## config.mk

```make
export PLATFORM = sky130hd
export DESIGN_NAME = sparse_column_multiplier
export DESIGN_NICKNAME = d
export VERILOG_FILES = /design/src/rtl/smul_pkg.sv /design/src/rtl/smul_lsb_pick.sv /design/src/rtl/sparse_column_multiplier.sv
export SDC_FILE = /design/constraint.sdc
export NUM_CORES = 1
export LEC_CHECK = 0
export BUFFER_PORTS_ARGS = -buffer_cell sky130_fd_sc_hd__clkbuf_2
export CELL_PAD_IN_SITES_DETAIL_PLACEMENT = 1
export CELL_PAD_IN_SITES_GLOBAL_PLACEMENT = 2
export CORE_ASPECT_RATIO = 0.9
export CORE_MARGIN = 2
export CORE_UTILIZATION = 34
export CTS_CLUSTER_SIZE = 28
export DETAILED_ROUTE_END_ITERATION = 12
export GPL_ROUTABILITY_DRIVEN = 0
export PLACE_DENSITY_LB_ADDON = 0.1
export SLEW_MARGIN = 25
export SYNTH_ARGS = -nofsm -noshare
export SYNTH_HDL_FRONTEND = slang
export SYNTH_HIERARCHICAL = 1
export SYNTH_SLANG_ARGS = --single-unit
```

## constraint.sdc

```tcl
create_clock -name clk_i -period 6.7 [get_ports clk_i]
set_input_delay 1.005 -clock clk_i [delete_from_list [all_inputs] [get_ports clk_i]]
set_output_delay 1.005 -clock clk_i [all_outputs]
set_load 0.02 [all_outputs]
```

## src/rtl/smul_pkg.sv

```systemverilog
// rtl/smul_pkg.sv - mode/state encodings and parameter checks for the sparse column multiplier
package smul_pkg;

    localparam logic [1:0] MODE_MUL    = 2'b00;
    localparam logic [1:0] MODE_MULH   = 2'b01;
    localparam logic [1:0] MODE_MULHSU = 2'b10;
    localparam logic [1:0] MODE_MULHU  = 2'b11;

    localparam logic [1:0] ST_IDLE = 2'b00;
    localparam logic [1:0] ST_RUN  = 2'b01;
    localparam logic [1:0] ST_DONE = 2'b10;

    function automatic bit cols_legal(input int cols);
        return (cols == 1) || (cols == 2) || (cols == 4);
    endfunction

endpackage

```

## src/rtl/smul_lsb_pick.sv

```systemverilog
// rtl/smul_lsb_pick.sv - picks up to COLS_PER_CYCLE lowest set bits of a mask and clears them
module smul_lsb_pick #(
    parameter int DATA_W         = 32,
    parameter int COLS_PER_CYCLE = 1,
    localparam int IDX_W         = $clog2(DATA_W)
) (
    input  logic [DATA_W-1:0]                     mask_i,
    output logic [COLS_PER_CYCLE-1:0][IDX_W-1:0]  idx_o,
    output logic [COLS_PER_CYCLE-1:0]             vld_o,
    output logic [DATA_W-1:0]                     mask_o
);

    always_comb begin
        logic [DATA_W-1:0] m;
        m      = mask_i;
        idx_o  = '0;
        vld_o  = '0;
        for (int k = 0; k < COLS_PER_CYCLE; k++) begin
            vld_o[k] = |m;
            // Scan downward so the lowest set bit is the last one written.
            for (int i = DATA_W - 1; i >= 0; i--) begin
                if (m[i]) begin
                    idx_o[k] = IDX_W'(i);
                end
            end
            m = m & (m - DATA_W'(1));
        end
        mask_o = m;
    end

endmodule

```

## src/rtl/sparse_column_multiplier.sv

```systemverilog
// rtl/sparse_column_multiplier.sv - RV32M sequential multiplier skipping zero columns
// Optional CBM_OPERAND_SWAP_EN: the operand with fewer set bits drives the columns.
module sparse_column_multiplier
    import smul_pkg::*;
#(
    parameter int DATA_W         = 32,
    parameter int COLS_PER_CYCLE = 1,
    parameter int TAG_W          = 5
) (
    input  logic              clk_i,
    input  logic              rst_i,
    input  logic              flush_i,
    input  logic              valid_i,
    output logic              ready_o,
    input  logic [1:0]        mode_i,
    input  logic [DATA_W-1:0] op_a_i,
    input  logic [DATA_W-1:0] op_b_i,
    input  logic [TAG_W-1:0]  tag_i,
    output logic              valid_o,
    input  logic              ready_i,
    output logic [DATA_W-1:0] result_o,
    output logic [TAG_W-1:0]  tag_o,
    output logic              busy_o
);

    localparam int IDX_W = $clog2(DATA_W);
    localparam int ACC_W = 2 * DATA_W;

    if (!cols_legal(COLS_PER_CYCLE)) begin : g_bad_cols
        $error("COLS_PER_CYCLE must be 1, 2 or 4");
    end

    logic [1:0]        state_q, state_d;
    logic [1:0]        mode_q, mode_d;
    logic              neg_q, neg_d;
    logic [TAG_W-1:0]  tag_q, tag_d;
    logic [ACC_W-1:0]  acc_q, acc_d;
    logic [DATA_W-1:0] mask_q, mask_d;
    logic [ACC_W-1:0]  mcand_q, mcand_d;
    logic [DATA_W-1:0] result_q, result_d;

    logic              accept;
    logic              a_sgn, b_sgn;
    logic [DATA_W-1:0] abs_a, abs_b;
    logic [DATA_W-1:0] mask_init, mcand_init;

    logic [COLS_PER_CYCLE-1:0][IDX_W-1:0] pick_idx;
    logic [COLS_PER_CYCLE-1:0]            pick_vld;
    logic [DATA_W-1:0]                    pick_mask;
    logic [ACC_W-1:0]                     acc_sum;
    logic [ACC_W-1:0]                     prod;

    assign ready_o  = (state_q == ST_IDLE);
    assign valid_o  = (state_q == ST_DONE);
    assign busy_o   = (state_q == ST_RUN);
    assign result_o = result_q;
    assign tag_o    = tag_q;
    assign accept   = valid_i & ready_o & ~flush_i;

    assign a_sgn = ((mode_i == MODE_MULH) || (mode_i == MODE_MULHSU)) & op_a_i[DATA_W-1];
    assign b_sgn = (mode_i == MODE_MULH) & op_b_i[DATA_W-1];
    // The most-negative value negates to itself, which is its correct unsigned magnitude.
    assign abs_a = a_sgn ? (DATA_W'(0) - op_a_i) : op_a_i;
    assign abs_b = b_sgn ? (DATA_W'(0) - op_b_i) : op_b_i;

`ifdef CBM_OPERAND_SWAP_EN
    function automatic int unsigned popcnt(input logic [DATA_W-1:0] v);
        popcnt = 0;
        for (int i = 0; i < DATA_W; i++) begin
            popcnt += 32'(v[i]);
        end
    endfunction

    logic swap;
    assign swap       = popcnt(abs_b) < popcnt(abs_a);
    assign mask_init  = swap ? abs_b : abs_a;
    assign mcand_init = swap ? abs_a : abs_b;
`else
    assign mask_init  = abs_a;
    assign mcand_init = abs_b;
`endif

    smul_lsb_pick #(
        .DATA_W         (DATA_W),
        .COLS_PER_CYCLE (COLS_PER_CYCLE)
    ) u_pick (
        .mask_i (mask_q),
        .idx_o  (pick_idx),
        .vld_o  (pick_vld),
        .mask_o (pick_mask)
    );

    always_comb begin
        acc_sum = acc_q;
        for (int k = 0; k < COLS_PER_CYCLE; k++) begin
            if (pick_vld[k]) begin
                acc_sum = acc_sum + (mcand_q << pick_idx[k]);
            end
        end
        prod = neg_q ? (ACC_W'(0) - acc_sum) : acc_sum;
    end

    always_comb begin
        state_d  = state_q;
        mode_d   = mode_q;
        neg_d    = neg_q;
        tag_d    = tag_q;
        acc_d    = acc_q;
        mask_d   = mask_q;
        mcand_d  = mcand_q;
        result_d = result_q;
        case (state_q)
            ST_IDLE: begin
                if (accept) begin
                    mode_d  = mode_i;
                    neg_d   = a_sgn ^ b_sgn;
                    tag_d   = tag_i;
                    acc_d   = '0;
                    mask_d  = mask_init;
                    mcand_d = {{DATA_W{1'b0}}, mcand_init};
                    if (mask_init == '0) begin
                        state_d  = ST_DONE;
                        result_d = '0;
                    end else begin
                        state_d = ST_RUN;
                    end
                end
            end
            ST_RUN: begin
                acc_d  = acc_sum;
                mask_d = pick_mask;
                if (pick_mask == '0) begin
                    state_d  = ST_DONE;
                    result_d = (mode_q == MODE_MUL) ? prod[DATA_W-1:0] : prod[ACC_W-1:DATA_W];
                end
            end
            ST_DONE: begin
                if (ready_i) begin
                    state_d = ST_IDLE;
                end
            end
            default: state_d = ST_IDLE;
        endcase
        if (flush_i) begin
            state_d = ST_IDLE;
        end
    end

    always_ff @(posedge clk_i or posedge rst_i) begin
        if (rst_i) begin
            state_q  <= ST_IDLE;
            mode_q   <= '0;
            neg_q    <= 1'b0;
            tag_q    <= '0;
            acc_q    <= '0;
            mask_q   <= '0;
            mcand_q  <= '0;
            result_q <= '0;
        end else begin
            state_q  <= state_d;
            mode_q   <= mode_d;
            neg_q    <= neg_d;
            tag_q    <= tag_d;
            acc_q    <= acc_d;
            mask_q   <= mask_d;
            mcand_q  <= mcand_d;
            result_q <= result_d;
        end
    end

endmodule

```

# After elaboration in Yosys (flattened, before gate mapping)
# Cells that the tools add are included.
# classes
n_addsub,5
mul,0
div_mod_pow,0
magnitude_cmp,0
n_eq_ne,10
shift,1
mux,51
bitwise_logic,7
n_reduce_logical,11
# op_table
cell,n
32-bit 2-to-1 mux,7
64-bit 2-to-1 mux,3
5-bit 2-to-1 mux,32
32-bit one-hot mux with 2 select lines,2
64-bit one-hot mux with 2 select lines,1
64-bit adder,1
32-bit zero test,2
32-bit by 5-bit << shifter with 64-bit output,1
1-bit by 32-bit subtractor with 32-bit output (first input constant),2
1-bit by 64-bit subtractor with 64-bit output (first input constant),1
32-bit AND,1
32-bit OR reduction,1
32-bit by 1-bit subtractor with 32-bit output (second input constant),1
2-bit 2-to-1 mux,5
3-bit by 2-bit inequality test with 1-bit output (second input constant),3
2-bit by 1-bit inequality test with 1-bit output (second input constant),3
2-bit one-hot mux with 3 select lines,1
1-bit AND,4
2-bit by 1-bit equality test with 1-bit output (second input constant),2
2-bit equality test (second input constant),2
2-bit zero test,2
2-bit AND reduction,2
4-bit AND reduction,1
3-bit AND reduction,1
other kinds (4),4
# totals
register_bits,170
latchBits,0
ramBits,0
rom_bits,0
out_inout_bits,40
word_cells,93
memories,0

# Depth between registers and ports, before layout
# logic_depth
word_depth,40
mapped_depth,29

# Modules after synthesis
# The synthesis kept the hierarchy.
# modules_own_cells
module,n_inst,cells_each,area_each_um2
sparse_column_multiplier,1,2377,18013.5
smul_lsb_pick,1,108,688.2

# Worst setup path after synthesis
# No wires, ideal clock.
# synth_path
path_type,reg-to-reg
from,reg mask_q[28]
to,"reg result_q[23], in the netlist result_o[23]"
t_arrival_ns,6.767
required_ns,6.580
path_slack_ns,-0.186
path_stages_with_launch,27
period_less_slack_ns,6.886
path_cell_list,dfrtp_1 o311ai_0 a311oi_1 o311a_1 o21ai_0 clkbuf_1 buf_1 clkbuf_1 mux4_2 mux2i_1 mux2_2 mux2i_1 ha_1 clkbuf_1 a21oi_1 o21ai_1 a221oi_2 o31ai_1 or3_1 xor2_1 mux2i_1 nand3b_4 or3_1 buf_4 or3_1 or4_1 a31o_1
# synth_rtl
item,line,rtl
start: declaration,sparse_column_multiplier.sv:38,"logic [DATA_W-1:0] mask_q, mask_d;"
start signal: assignment,sparse_column_multiplier.sv:165,mask_q <= mask_d;
end signal: assignment,sparse_column_multiplier.sv:167,result_q <= result_d;
end: declaration,sparse_column_multiplier.sv:40,"logic [DATA_W-1:0] result_q, result_d;"

==> run summary <==
Status -> finished with violations
Failing checks -> setup timing
WL/cell -> 27.88 um
Net Count, Synth -> 2629
Leak pwr -> 11.58 nW
Hold Crit Class -> reg -> reg
Area Growth Syn to Fin -> 49.12%
CTS tree -> yes
Achievable frequency -> 0.1392 GHz
WP buf/inv -> 3
NetSw -> 9.030 mW
PnR worst setup slack -> -0.4826 ns
Starting DRC count in detailed routing -> 2478
Fin crit period -> 7.183 ns
Post-route insts no fill -> 3870
Crit path max-delay family -> simple AND/OR/NAND/NOR gates
DRC -> 0
Antenna-violating nets left -> 0
Mapped cell area -> 18700 um2
Number of CTS-inserted buffers -> 17
Die X -> 251.2 um
Core area -> 54320 um2
Root buffer cell -> clkbuf_16
Hold_buf cts -> 0
Die Height -> 226.5 um
Share of post-route cells with drive strength above 1 -> 40.74%
Max-slew violation count -> 0
Reg power frac -> 10.2%
Wire length of the first global-routing pass -> 152400 um
Clk slew on worst S/H paths -> 0.09 ns
RSZ-0062 raised after global routing -> true
Final wirelength -> 107900 um
Synth warn -> 6
Comb power frac -> 83.2%
Slowest cell on the critical path -> mux4_2
Pint -> 8.131 mW
FF+latch count, synth -> 170
DRT Pass-1 Iters -> 6
Gr usage total -> 35.65%
Io pins -> 116
Vias in the first global route -> 23970
Die area -> 56900 um2
Worst slack at placement -> -0.8104 ns
Post-synth EDFFs -> 0
Slowest stage delay, CP -> 0.54 ns
Worst-Skew Late Latency -> 0.52 ns
Largest net degree at the start of global routing -> 91
Syn_area_per_cell -> 7.526 um2
Count of different cell masters after synthesis -> 110
Predominant post-synthesis flop cell -> dfrtp_1
Synth area leaders -> dfrtp_1 23%, o21ai_0 6.6%, nand2_1 5.8%
Register area share after synthesis -> 22.75%
Avg Vias per Cell -> 6.312
Share of the synthesized area in the top cell type -> 22.75%
Final hold viol count -> 0
Syn Inst Count -> 2485
Placed Cells -> 3751
Worst VDD drop -> 380.7 uV
Clk pwr share -> 6.7%
Tightest Pin Transition -> 1.066 ns
Worst EP required -> 7.11 ns
Arr. time, crit path -> 7.60 ns
CP endpoint kind -> flip-flop
Startpoint types -> flip-flop
Skew final -> 0.03009 ns
CTS Sinks -> 170
Async SR Flop Fraction -> 100.0%
Switching share of power -> 52.62%
Critical path class -> reg -> reg
Final critical-path share of the clock period -> 107.2%
CP Max Fanout -> 9
Leading area contributor after synthesis -> dfrtp_1
Gr ovfl total -> 0
Fillers -> 6551
# setup viols final -> 23
Max clock buf depth -> 2
Power, Total -> 17.16 mW
Slew HR -> 28.85%
Detailed Place HPWL -> 81210 um
Initial Utilization -> 34.43%
TNS Setup -> -4.781 ns
I/O Buffers -> 115
Antenna violations before repair -> 1
Via count -> 24430
Power per Cell Area -> 615.4 nW/um2
H-tree lvl count -> 4
Final #Nets -> 3295
Row count -> 81
Max_cap viols -> 0
-- path summary, 6_finish.rpt --
| check | start | end | slack (ns) | cells after the start |
|---|---|---|---|---|
| max reg2reg | mask_q[30] | result_o[24] | -0.48 | 26 |
| min reg2reg | tag_o[0] | tag_o[0] | 0.47 | 2 |
| max | mask_q[30] | result_o[24] | -0.48 | 26 |
| min | tag_o[0] | tag_o[0] | 0.47 | 2 |
| max in group asynchronous | rst_i | result_o[29] | 4.80 | 3 |
| min in group asynchronous | rst_i | mask_q[24] | 0.52 | 2 |
-- worst register-to-register path: stages, from the launching register on --
cell and delay, ns:
dfrtp_1 0.41, nor3b_2 0.21, nor3_1 0.07, o31ai_1 0.21, buf_4 0.17, o2111ai_4 0.12
a221oi_4 0.36, buf_4 0.18, buf_6 0.11, mux4_2 0.54, mux2i_2 0.21, nor2_1 0.10
a31oi_2 0.24, nor2_2 0.10, ha_4 0.33, o21ai_1 0.15, o21bai_1 0.45, nor2_4 0.13
a21o_1 0.26, a211o_1 0.32, a21o_1 0.20, a31oi_4 0.24, nand4_1 0.29, or3_4 0.51
or4_4 0.49, or4b_1 0.46, and3_1 0.19
-- cells by family (layout without fill, tap and decap cells) --
| family | after synthesis | count (layout) | share of synthesized area, % |
|---|---|---|---|
| AO/OA/AOI/OAI | 848 | 848 | 29.42 |
| XOR/XNOR | 104 | 104 | 4.871 |
| adder cells (fa/ha/maj) | 68 | 68 | 4.590 |
| buffers and inverters | 214 | 893 | 4.516 |
| flip-flops | 170 | 170 | 22.75 |
| multiplexers | 123 | 123 | 8.283 |
| other | 1 | 2 | 0.02005 |
| AND/OR/NAND/NOR | 957 | 957 | 25.55 |
-- registers in the layout (all words and copies together), names as in the netlist --
register,count
neg_q,1
mcand_q,32
state_q,2
result_o,32
mask_q,32
tag_o,5
mode_q,2
acc_q,64
-- placed cells by master (no fill, tap or decap), types with 41 or more instances in the layout --
cell,netlist,routed
nand3_1,94,88
xor2_1,45,41
nor3_1,69,57
nand2_1,289,275
nor2_1,208,178
nand4_1,56,56
a22oi_1,44,43
o21ai_1,15,43
xnor2_1,59,51
inv_1,49,47
a21oi_2,2,44
buf_4,2,661
clkbuf_2,3,115
o21ai_0,245,191
dfrtp_1,170,170
a21oi_1,181,128
-- final cells by class --
type,instances,area (um2),share of cell area (%)
repair buffers,810,5973,21.42
clock buffers,17,425.4,1.525
clock inverters,15,197.7,0.7089
multi-input cells,2101,15950,57.21
inverters,51,198.9,0.7134
well taps,705,882.1,3.163
flip-flops and latches,170,4254,15.25
diodes,1,2.502,0.008973
-- power by group through the flow --
stage	logic [mW]	registers, mW	clock network (mW)
after floorplan	4.92	1.66	0
after global placement	10.8	1.68	0
after detailed placement	11.0	1.70	0
after CTS	12.1	1.70	1.16
after global routing	14.8	1.77	1.19
final	14.3	1.75	1.14
-- layer usage --
metal	global-route usage, %	wire [um]	up-vias
li1	-	-	10710
met1	51.89	47770	12280
met2	50.23	44600	1224
met3	10.64	12080	218
met4	10.41	3437	0
met5	0	0	-
-- cell usage after synthesis (14+ instances only) --
cell type / number
a211o_1: 14
a211oi_1: 31
a21o_1: 16
a21oi_1: 181
a22oi_1: 44
a31oi_1: 30
and2_1: 22
and3_1: 15
buf_1: 22
buf_2: 24
clkbuf_1: 112
dfrtp_1: 170
ha_1: 67
inv_1: 49
mux2_2: 34
mux2i_1: 67
mux4_2: 22
nand2_1: 289
nand2b_1: 18
nand3_1: 94
nand4_1: 56
nor2_1: 208
nor2b_1: 25
nor3_1: 69
nor4_1: 33
o211ai_1: 16
o21a_1: 31
o21ai_0: 245
o21ai_1: 15
o22ai_1: 24
o31a_1: 14
o31ai_1: 37
or2_2: 18
or3_1: 32
or4_1: 17
xnor2_1: 59
xor2_1: 45
-- repair_timing --
| item | in CTS | in global routing |
|---|---|---|
| endpoints found under the hold margin | 0 | 0 |
| setup endpoints to repair | 32 | 33 |
| setup buffers | 34 | 54 |
| resized for setup | 250 | 267 |
| pin swaps | 63 | 75 |
| cloned | 2 | 0 |
-- metrics by stage --
step                area [um2]  util [%]  hold WS (ns)
floorplan                18710         -        0.4605
global placement         24240     44.62        0.4600
detailed placement       24240     44.62        0.4614
CTS                      26190     48.22        0.4802
global route             27890     51.33        0.5154
finish                   27890     51.34        0.4749
Power figures use the tool's default switching activity.
